### config.mk
export PLATFORM = sky130hd
export DESIGN_NAME = dmem_arbiter
export DESIGN_NICKNAME = d
export VERILOG_FILES = /design/src/rtl/dmem_arb_pkg.sv /design/src/rtl/arb_rr2.sv /design/src/rtl/dmem_arbiter.sv
export SDC_FILE = /design/constraint.sdc
export NUM_CORES = 1
export LEC_CHECK = 0
export CAP_MARGIN = 20
export CORE_MARGIN = 8
export CORE_UTILIZATION = 36
export CTS_CLUSTER_DIAMETER = 60
export CTS_CLUSTER_SIZE = 25
export DETAILED_ROUTE_END_ITERATION = 8
export GPL_TIMING_DRIVEN = 0
export PLACE_DENSITY = 0.94
export SYNTH_ARGS = -nofsm -noshare
export SYNTH_HDL_FRONTEND = slang
export SYNTH_SLANG_ARGS = --single-unit
### constraint.sdc
create_clock -name clk -period 10.3 [get_ports clk]
set_clock_uncertainty 0.15 [all_clocks]
set_input_delay 1.545 -clock clk [delete_from_list [all_inputs] [get_ports clk]]
set_output_delay 1.545 -clock clk [all_outputs]
set_load 0.01 [all_outputs]
### src/rtl/dmem_arb_pkg.sv
// Shared types and constants for the two-port data-memory arbiter.
// Used by dmem_arbiter and arb_rr2.
package dmem_arb_pkg;

    typedef enum logic [1:0] {
        IDLE = 2'd0,
        OWN0 = 2'd1,
        OWN1 = 2'd2
    } state_t;

    localparam int P0  = 0;
    localparam int P1  = 1;
    localparam int LCW = 8;

endpackage

### src/rtl/arb_rr2.sv
// Two-way picker: a lone requester wins; on a tie the pointer decides,
// or port 0 wins outright when fixed priority is selected.
module arb_rr2
    import dmem_arb_pkg::*;
(
    input  logic       req0,
    input  logic       req1,
    input  logic       ptr,
    input  logic       fixed,
    output logic [1:0] gnt
);

    always_comb begin
        gnt = 2'b00;
        if (req0 && req1) begin
            if (fixed || ptr == 1'b0) begin
                gnt[P0] = 1'b1;
            end else begin
                gnt[P1] = 1'b1;
            end
        end else begin
            gnt[P0] = req0;
            gnt[P1] = req1;
        end
    end

endmodule

### src/rtl/dmem_arbiter.sv
// Shares one combinational-read data memory between the core (port 0) and a
// secondary master (port 1). Optional counters behind DMEM_ARB_STATS_EN.
module dmem_arbiter
    import dmem_arb_pkg::*;
#(
    parameter int AW         = 32,
    parameter int DW         = 32,
    parameter int FIXED_PRIO = 0,
    parameter int MAX_LOCK   = 8
) (
    input  logic          clk,
    input  logic          reset,
    input  logic          req0,
    input  logic          lock0,
    input  logic          we0,
    input  logic [AW-1:0] adr0,
    input  logic [DW-1:0] wd0,
    output logic          gnt0,
    output logic          rvalid0,
    output logic [DW-1:0] rd0,
    input  logic          req1,
    input  logic          lock1,
    input  logic          we1,
    input  logic [AW-1:0] adr1,
    input  logic [DW-1:0] wd1,
    output logic          gnt1,
    output logic          rvalid1,
    output logic [DW-1:0] rd1,
    output logic          mem_we,
    output logic [AW-1:0] mem_adr,
    output logic [DW-1:0] mem_wd,
    input  logic [DW-1:0] mem_rd
`ifdef DMEM_ARB_STATS_EN
    ,
    input  logic          stat_clr,
    output logic [31:0]   stat_gnt0,
    output logic [31:0]   stat_gnt1,
    output logic [31:0]   stat_conflict
`endif
);

    state_t         state_reg;
    logic           ptr_reg;
    logic [LCW-1:0] lock_cnt_reg;

    logic [1:0] pick;
    logic [1:0] gnt_vec;
    logic [1:0] we_vec;
    logic       win_port;
    logic       win_lock;
    logic       own_port;
    logic       own_req;
    logic       own_lock;
    logic       lock_done;

    arb_rr2 u_pick (
        .req0  (req0),
        .req1  (req1),
        .ptr   (ptr_reg),
        .fixed (FIXED_PRIO != 0),
        .gnt   (pick)
    );

    // Grants are gated by reset so every output reads 0 while it is held.
    always_comb begin
        gnt_vec = 2'b00;
        if (!reset) begin
            case (state_reg)
                OWN0:    gnt_vec[P0] = req0;
                OWN1:    gnt_vec[P1] = req1;
                default: gnt_vec = pick;
            endcase
        end
    end

    assign gnt0   = gnt_vec[P0];
    assign gnt1   = gnt_vec[P1];
    assign we_vec = {we1, we0};

    always_comb begin
        mem_we  = 1'b0;
        mem_adr = '0;
        mem_wd  = '0;
        if (gnt_vec[P0]) begin
            mem_we  = we0;
            mem_adr = adr0;
            mem_wd  = wd0;
        end else if (gnt_vec[P1]) begin
            mem_we  = we1;
            mem_adr = adr1;
            mem_wd  = wd1;
        end
    end

    assign win_port  = gnt_vec[P1];
    assign win_lock  = win_port ? lock1 : lock0;
    assign own_port  = (state_reg == OWN1);
    assign own_req   = own_port ? req1 : req0;
    assign own_lock  = own_port ? lock1 : lock0;
    assign lock_done = ({1'b0, lock_cnt_reg} + 9'd1) >= 9'(MAX_LOCK);

    // Ownership FSM: the lock counter tallies owner grants including the first.
    always_ff @(posedge clk or posedge reset) begin
        if (reset) begin
            state_reg    <= IDLE;
            ptr_reg      <= 1'b0;
            lock_cnt_reg <= '0;
        end else begin
            case (state_reg)
                IDLE: begin
                    if (gnt_vec != 2'b00) begin
                        if (win_lock && MAX_LOCK > 1) begin
                            state_reg    <= win_port ? OWN1 : OWN0;
                            lock_cnt_reg <= 8'd1;
                        end else begin
                            ptr_reg <= ~win_port;
                        end
                    end
                end
                OWN0, OWN1: begin
                    if (!own_req || !own_lock || lock_done) begin
                        state_reg    <= IDLE;
                        ptr_reg      <= ~own_port;
                        lock_cnt_reg <= '0;
                    end else begin
                        lock_cnt_reg <= lock_cnt_reg + 8'd1;
                    end
                end
                default: begin
                    state_reg    <= IDLE;
                    lock_cnt_reg <= '0;
                end
            endcase
        end
    end

    // Per-port read-return registers: one-cycle rvalid pulse, rd held until the next read.
    genvar gi;
    generate
        for (gi = 0; gi < 2; gi++) begin : g_ret
            logic          rvalid_reg;
            logic [DW-1:0] rd_reg;

            always_ff @(posedge clk or posedge reset) begin
                if (reset) begin
                    rvalid_reg <= 1'b0;
                    rd_reg     <= '0;
                end else begin
                    rvalid_reg <= gnt_vec[gi] & ~we_vec[gi];
                    if (gnt_vec[gi] && !we_vec[gi]) begin
                        rd_reg <= mem_rd;
                    end
                end
            end
        end
    endgenerate

    assign rvalid0 = g_ret[0].rvalid_reg;
    assign rd0     = g_ret[0].rd_reg;
    assign rvalid1 = g_ret[1].rvalid_reg;
    assign rd1     = g_ret[1].rd_reg;

`ifdef DMEM_ARB_STATS_EN
    logic [31:0] stat_gnt0_reg;
    logic [31:0] stat_gnt1_reg;
    logic [31:0] stat_conflict_reg;
    logic        conflict;

    assign conflict = (req0 & ~gnt_vec[P0]) | (req1 & ~gnt_vec[P1]);

    always_ff @(posedge clk or posedge reset) begin
        if (reset) begin
            stat_gnt0_reg     <= '0;
            stat_gnt1_reg     <= '0;
            stat_conflict_reg <= '0;
        end else if (stat_clr) begin
            stat_gnt0_reg     <= '0;
            stat_gnt1_reg     <= '0;
            stat_conflict_reg <= '0;
        end else begin
            if (gnt_vec[P0] && stat_gnt0_reg != 32'hFFFF_FFFF) begin
                stat_gnt0_reg <= stat_gnt0_reg + 32'd1;
            end
            if (gnt_vec[P1] && stat_gnt1_reg != 32'hFFFF_FFFF) begin
                stat_gnt1_reg <= stat_gnt1_reg + 32'd1;
            end
            if (conflict && stat_conflict_reg != 32'hFFFF_FFFF) begin
                stat_conflict_reg <= stat_conflict_reg + 32'd1;
            end
        end
    end

    assign stat_gnt0     = stat_gnt0_reg;
    assign stat_gnt1     = stat_gnt1_reg;
    assign stat_conflict = stat_conflict_reg;
`endif

endmodule

* Yosys cells after proc, flatten, opt, wreduce, memory -nomap -nowiden
Index checks and enable logic that the tools add are counted.
** Storage, ports and cells
- Register bits :: 77
- Word-level logic and storage cells :: 66
** Operators by class
- Reduce and logical (&&, ||, !) cells :: 16
- Bitwise logic cells :: 6
- Eq/ne operators :: 6
- $add $sub $neg :: 2
- Order comparisons :: 1
- Multiplexer cells :: 28
** Operators by type and width (count)
- 2-to-1 mux 32 bit :: 4
- 2-to-1 mux 8 bit :: 3
- one-hot mux 8 bit (2 select lines) :: 1
- 2-to-1 mux 2 bit :: 6
- 2-to-1 mux 1 bit :: 10
- adder 8 x 1 -> 9 bit (second input constant) :: 1
- greater-or-equal comparator 9 x 4 -> 1 bit (second input constant) :: 1
- adder 8 x 1 -> 8 bit (second input constant) :: 1
- inequality test 2 bit (second input constant) :: 4
- one-hot mux 1 bit (2 select lines) :: 3
- logical NOT 1 bit :: 4
- inverter 1 bit :: 4
- one-hot mux 2 bit (2 select lines) :: 1
- AND reduction 4 bit :: 1
- nonzero test 2 bit :: 2
- logical AND 1 bit :: 3
- AND reduction 3 bit :: 1
- AND 1 bit :: 2
- equality test 2 x 1 -> 1 bit (second input constant) :: 1
- equality test 2 bit (second input constant) :: 1
- logical NOT 2 bit :: 1
- logical OR 1 bit :: 2
- AND reduction 2 bit :: 1
- OR reduction 2 bit :: 1

* Depth between registers and ports, before layout
- Word-level depth :: 8
- Depth in mapped cells :: 9
- Depth with buffers taken out :: 8

* Hierarchy
From an unflattened synthesis, not the netlist that was laid out.
** Unflattened totals
- Cell total of the unflattened synthesis :: 302
- Area total of the unflattened synthesis :: 3967.6 sq um
** By module, submodules not included
- dmem_arbiter :: cells an instance 298, sequential area each 1926.8 sq um, times used 1, area each 3937.5 sq um
- arb_rr2 :: cells an instance 4, sequential area each 0.0 sq um, times used 1, area each 30.0 sq um

* Least setup slack after synthesis
OpenSTA, ideal clock, no wires.
- Kind :: in2out
- From :: input port reset
- To :: output port mem_adr[0]
- Stages :: 6
- Arrival :: 4.433 ns
- Path slack :: 4.172 ns
- Required time :: 8.605 ns
- Cell sequence :: inv_1 nand4_1 inv_1 buf_2 buf_1 a22o_1
** Between the ends
- Longest elaborated chain between the ends :: 3
** RTL lines
- from (decl) :: RTL line dmem_arbiter.sv:12 : input logic reset,
- 2-to-1 mux 2 bit (*) :: RTL line dmem_arbiter.sv:67 : if (!reset) begin
- 2-to-1 mux 32 bit :: RTL line dmem_arbiter.sv:88 : end else if (gnt_vec[P1]) begin
- 2-to-1 mux 32 bit (*) :: RTL line dmem_arbiter.sv:84 : if (gnt_vec[P0]) begin
- to (decl) :: RTL line dmem_arbiter.sv:30 : output logic [AW-1:0] mem_adr,
Mark *: on every way between the ends. The rest lies on a longest branch, timed or not.

* Worst setup path in the final report
- From :: input port reset
- To :: output port mem_wd[28]
** Between the ends
- Longest elaborated chain between the ends :: 3
** RTL lines
- 2-to-1 mux 2 bit (*) :: RTL line dmem_arbiter.sv:67
- 2-to-1 mux 32 bit :: RTL line dmem_arbiter.sv:88
- 2-to-1 mux 32 bit (*) :: RTL line dmem_arbiter.sv:84
- to (decl) :: RTL line dmem_arbiter.sv:31 : output logic [DW-1:0] mem_wd,
Marks and branches as above.

==> out/qor.csv <==
metric,value,unit
p_leak,2.94,nW
max_freq,0.166,GHz
grt_pass1_wl,26300,um
io_pins,301,
tns,0,ps
cts_sinks,77,
switchingPower,0.615,mW
cts.repair.resized,0,
pwr-share-clk,11.2,%
wl_per_cell,23.3,um
worstSetupEndpointType,primary output,
root_buffer,clkbuf_8,
synth_xor_area_share,0,%
area_growth,89.2,%
post_cts_buffers,0,
reg2reg_depth,7,
finalCritPeriodShare,58.4,%
arrival,4320,ps
hold_violations,0,
clk_path_buf_depth,2,
rows,37,
fin_ws,4290,ps
period_minus_slack,6010,ps
status,completed,
fillers,717,
multi_input_area,1710,um2
grt_setup_unrepaired,no,
start_kind,input port,
power.density,245,nW/um2
preCtsSetupSlack,4230,ps
grt.total_usage,24.1,%
cap_violations,0,
synth-compound-area-share,18.4,%
syn_area,3770,um2
clk_latency,330,ps
drc,0,
nNetsFinal,775,
cts_tree,yes,
start_util,36.9,%
dieArea,14000,um2
seq_area,1930,um2
synth-edff-count,0,
share_seq_of_total_power,29.9,%
synth_seq_cells,77,
gr-total-overflow,0,
synth-simple-area-share,5.28,%
grt_max_degree,43,
yosysWarnings,0,
ant_nets,0,
vias_per_cell,5.12,
die_y,118,um
crit_required,8610,ps
worstMarginPinSlew,677,ps
drt-initial-drc-count,198,
die_x,118,um
muxShareOfSynthArea,19.8,%
slew_headroom,54.7,%
async_flop_share,100,%
synth.avg_cell_area,13.0,um2
dr.pass1.iters,4,
setup_viol,0,
wirelength,17300,um
grt_pass1_vias,4171,
ys_types,37,
synth_adder_area_share,1.99,%
routabilityCongestion,0.860,
synth_nets,463,
worstPathMaxFanout,37,
netlist_instances,289,
path_class,input port to primary output,
fin_util,69.7,%
final_max_slew_viol_count,0,
htreeDepth,3,
seq_area_frac_synth,51.1,%
combPwrFrac,58.9,%
swShare,35.3,%
intPower,1.13,mW
antenna_found_initial,1,
drive_gt1_share,17.0,%
synth_top_flop_cell,dfrtp_1,
clk_pin_slew,70,ps
synth_top_family_by_area,multiplexers,
place.detailed.hpwl,14400,um
cts_hold_buf,0,
hold_depth,1,
port_buffers,300,
cts_made_buffers,9,
worst_hold_path_type,flop to flop,
vdd_drop_max,0.167,mV
core,10200,um2
routed-via-count,3797,
[power by group through the flow]
stage / combinational, mW / sequential (mW) / clock, mW
3_3_place_gp: 1.00 / 0.512 / 0
4_1_cts: 1.04 / 0.522 / 0.202
2_1_floorplan: 0.386 / 0.576 / 0
3_5_place_dp: 1.03 / 0.526 / 0
5_1_grt: 1.09 / 0.540 / 0.214
6_report: 1.03 / 0.522 / 0.196
[worst max-delay path: stages]
cell             delay [ps]
clkdlybuf4s50_1         460
inv_4                   380
nand4_1                 230
inv_1                   200
buf_2                   260
buf_1                   440
a22o_1                  230
clkdlybuf4s50_1         550
[final timing paths]
kind	slack (ps)	startpoint	endpoint
min	330	lock_cnt_reg[6]	lock_cnt_reg[6]
max in group asynchronous	7960	reset	rd0[28]
max	4290	reset	mem_wd[28]
min in group asynchronous	1470	reset	ptr_reg
max reg2reg	7410	state_reg[0]	rd1[25]
min reg2reg	330	lock_cnt_reg[6]	lock_cnt_reg[6]
[synthesized netlist by cell type (all sizes together) (2+ instances only)]
library cell / instances / area (um2)
nand3b: 3 / 22.5
buf: 18 / 83.8
nand2b: 2 / 12.5
and2: 5 / 31.3
inv: 9 / 36.3
nor2: 4 / 15.0
ha: 6 / 75.1
o31ai: 2 / 15.0
a22o: 65 / 569
mux2: 65 / 736
a31oi: 2 / 12.5
nand3: 4 / 32.5
nand2: 6 / 22.5
clkbuf: 3 / 11.3
dfrtp: 77 / 1930
[logic make-up (layout without fill, tap and decap cells)]
family / count (synthesis) / count (layout)
DFF: 77 / 77
adders and majority gates: 6 / 6
muxes: 66 / 66
and+or+nand+nor: 31 / 31
buffers and inverters: 30 / 346
other: 0 / 1
AOI/OAI and AO/OA: 79 / 79
[cell type report]
type                       count  share of cell area [%]
multi-input combinational    182                    24.0
tap                          136                    2.39
clock inverter                 6                   0.579
timing repair buffer         301                    42.4
sequential                    77                    27.0
clock buffer                   9                    1.74
buffer                        21                    1.33
inverter                       9                   0.544
antenna                        1                  0.0351
[routing by layer]
metal | up-vias | part of all wire, % | track usage, %
met2 | 185 | 52 | 43.1
met5 | - | 0 | 0
met1 | 1855 | 35 | 24.3
li1 | 1718 | - | -
met3 | 39 | 8.1 | 8.14
met4 | 0 | 4.6 | 13.2
[through the flow]
| stage | hold WS, ps | power, mW | instances | instance area (um2) |
|---|---|---|---|---|
| final | 333 | 1.74 | 742 | 7130 |
| after global routing | 354 | 1.84 | 742 | 7130 |
| after CTS | 335 | 1.76 | 741 | 7130 |
| after detailed placement | 313 | 1.56 | 726 | 6970 |
| after global placement | 314 | 1.52 | 725 | 6940 |
| after floorplan | 295 | 0.961 | 289 | 3770 |
[placed cells by master (no fill, tap or decap), types with 3 or more instances in the layout]
master	n
a22o_1	65
and2_1	5
buf_1	5
buf_2	13
clkbuf_1	3
clkbuf_8	9
clkdlybuf4s50_1	300
clkinvlp_4	3
dfrtp_1	77
ha_1	6
inv_1	7
mux2_2	64
nand2_1	6
nand3_1	3
nand3b_1	3
nor2_1	4
(Power assumes the default switching activity.)
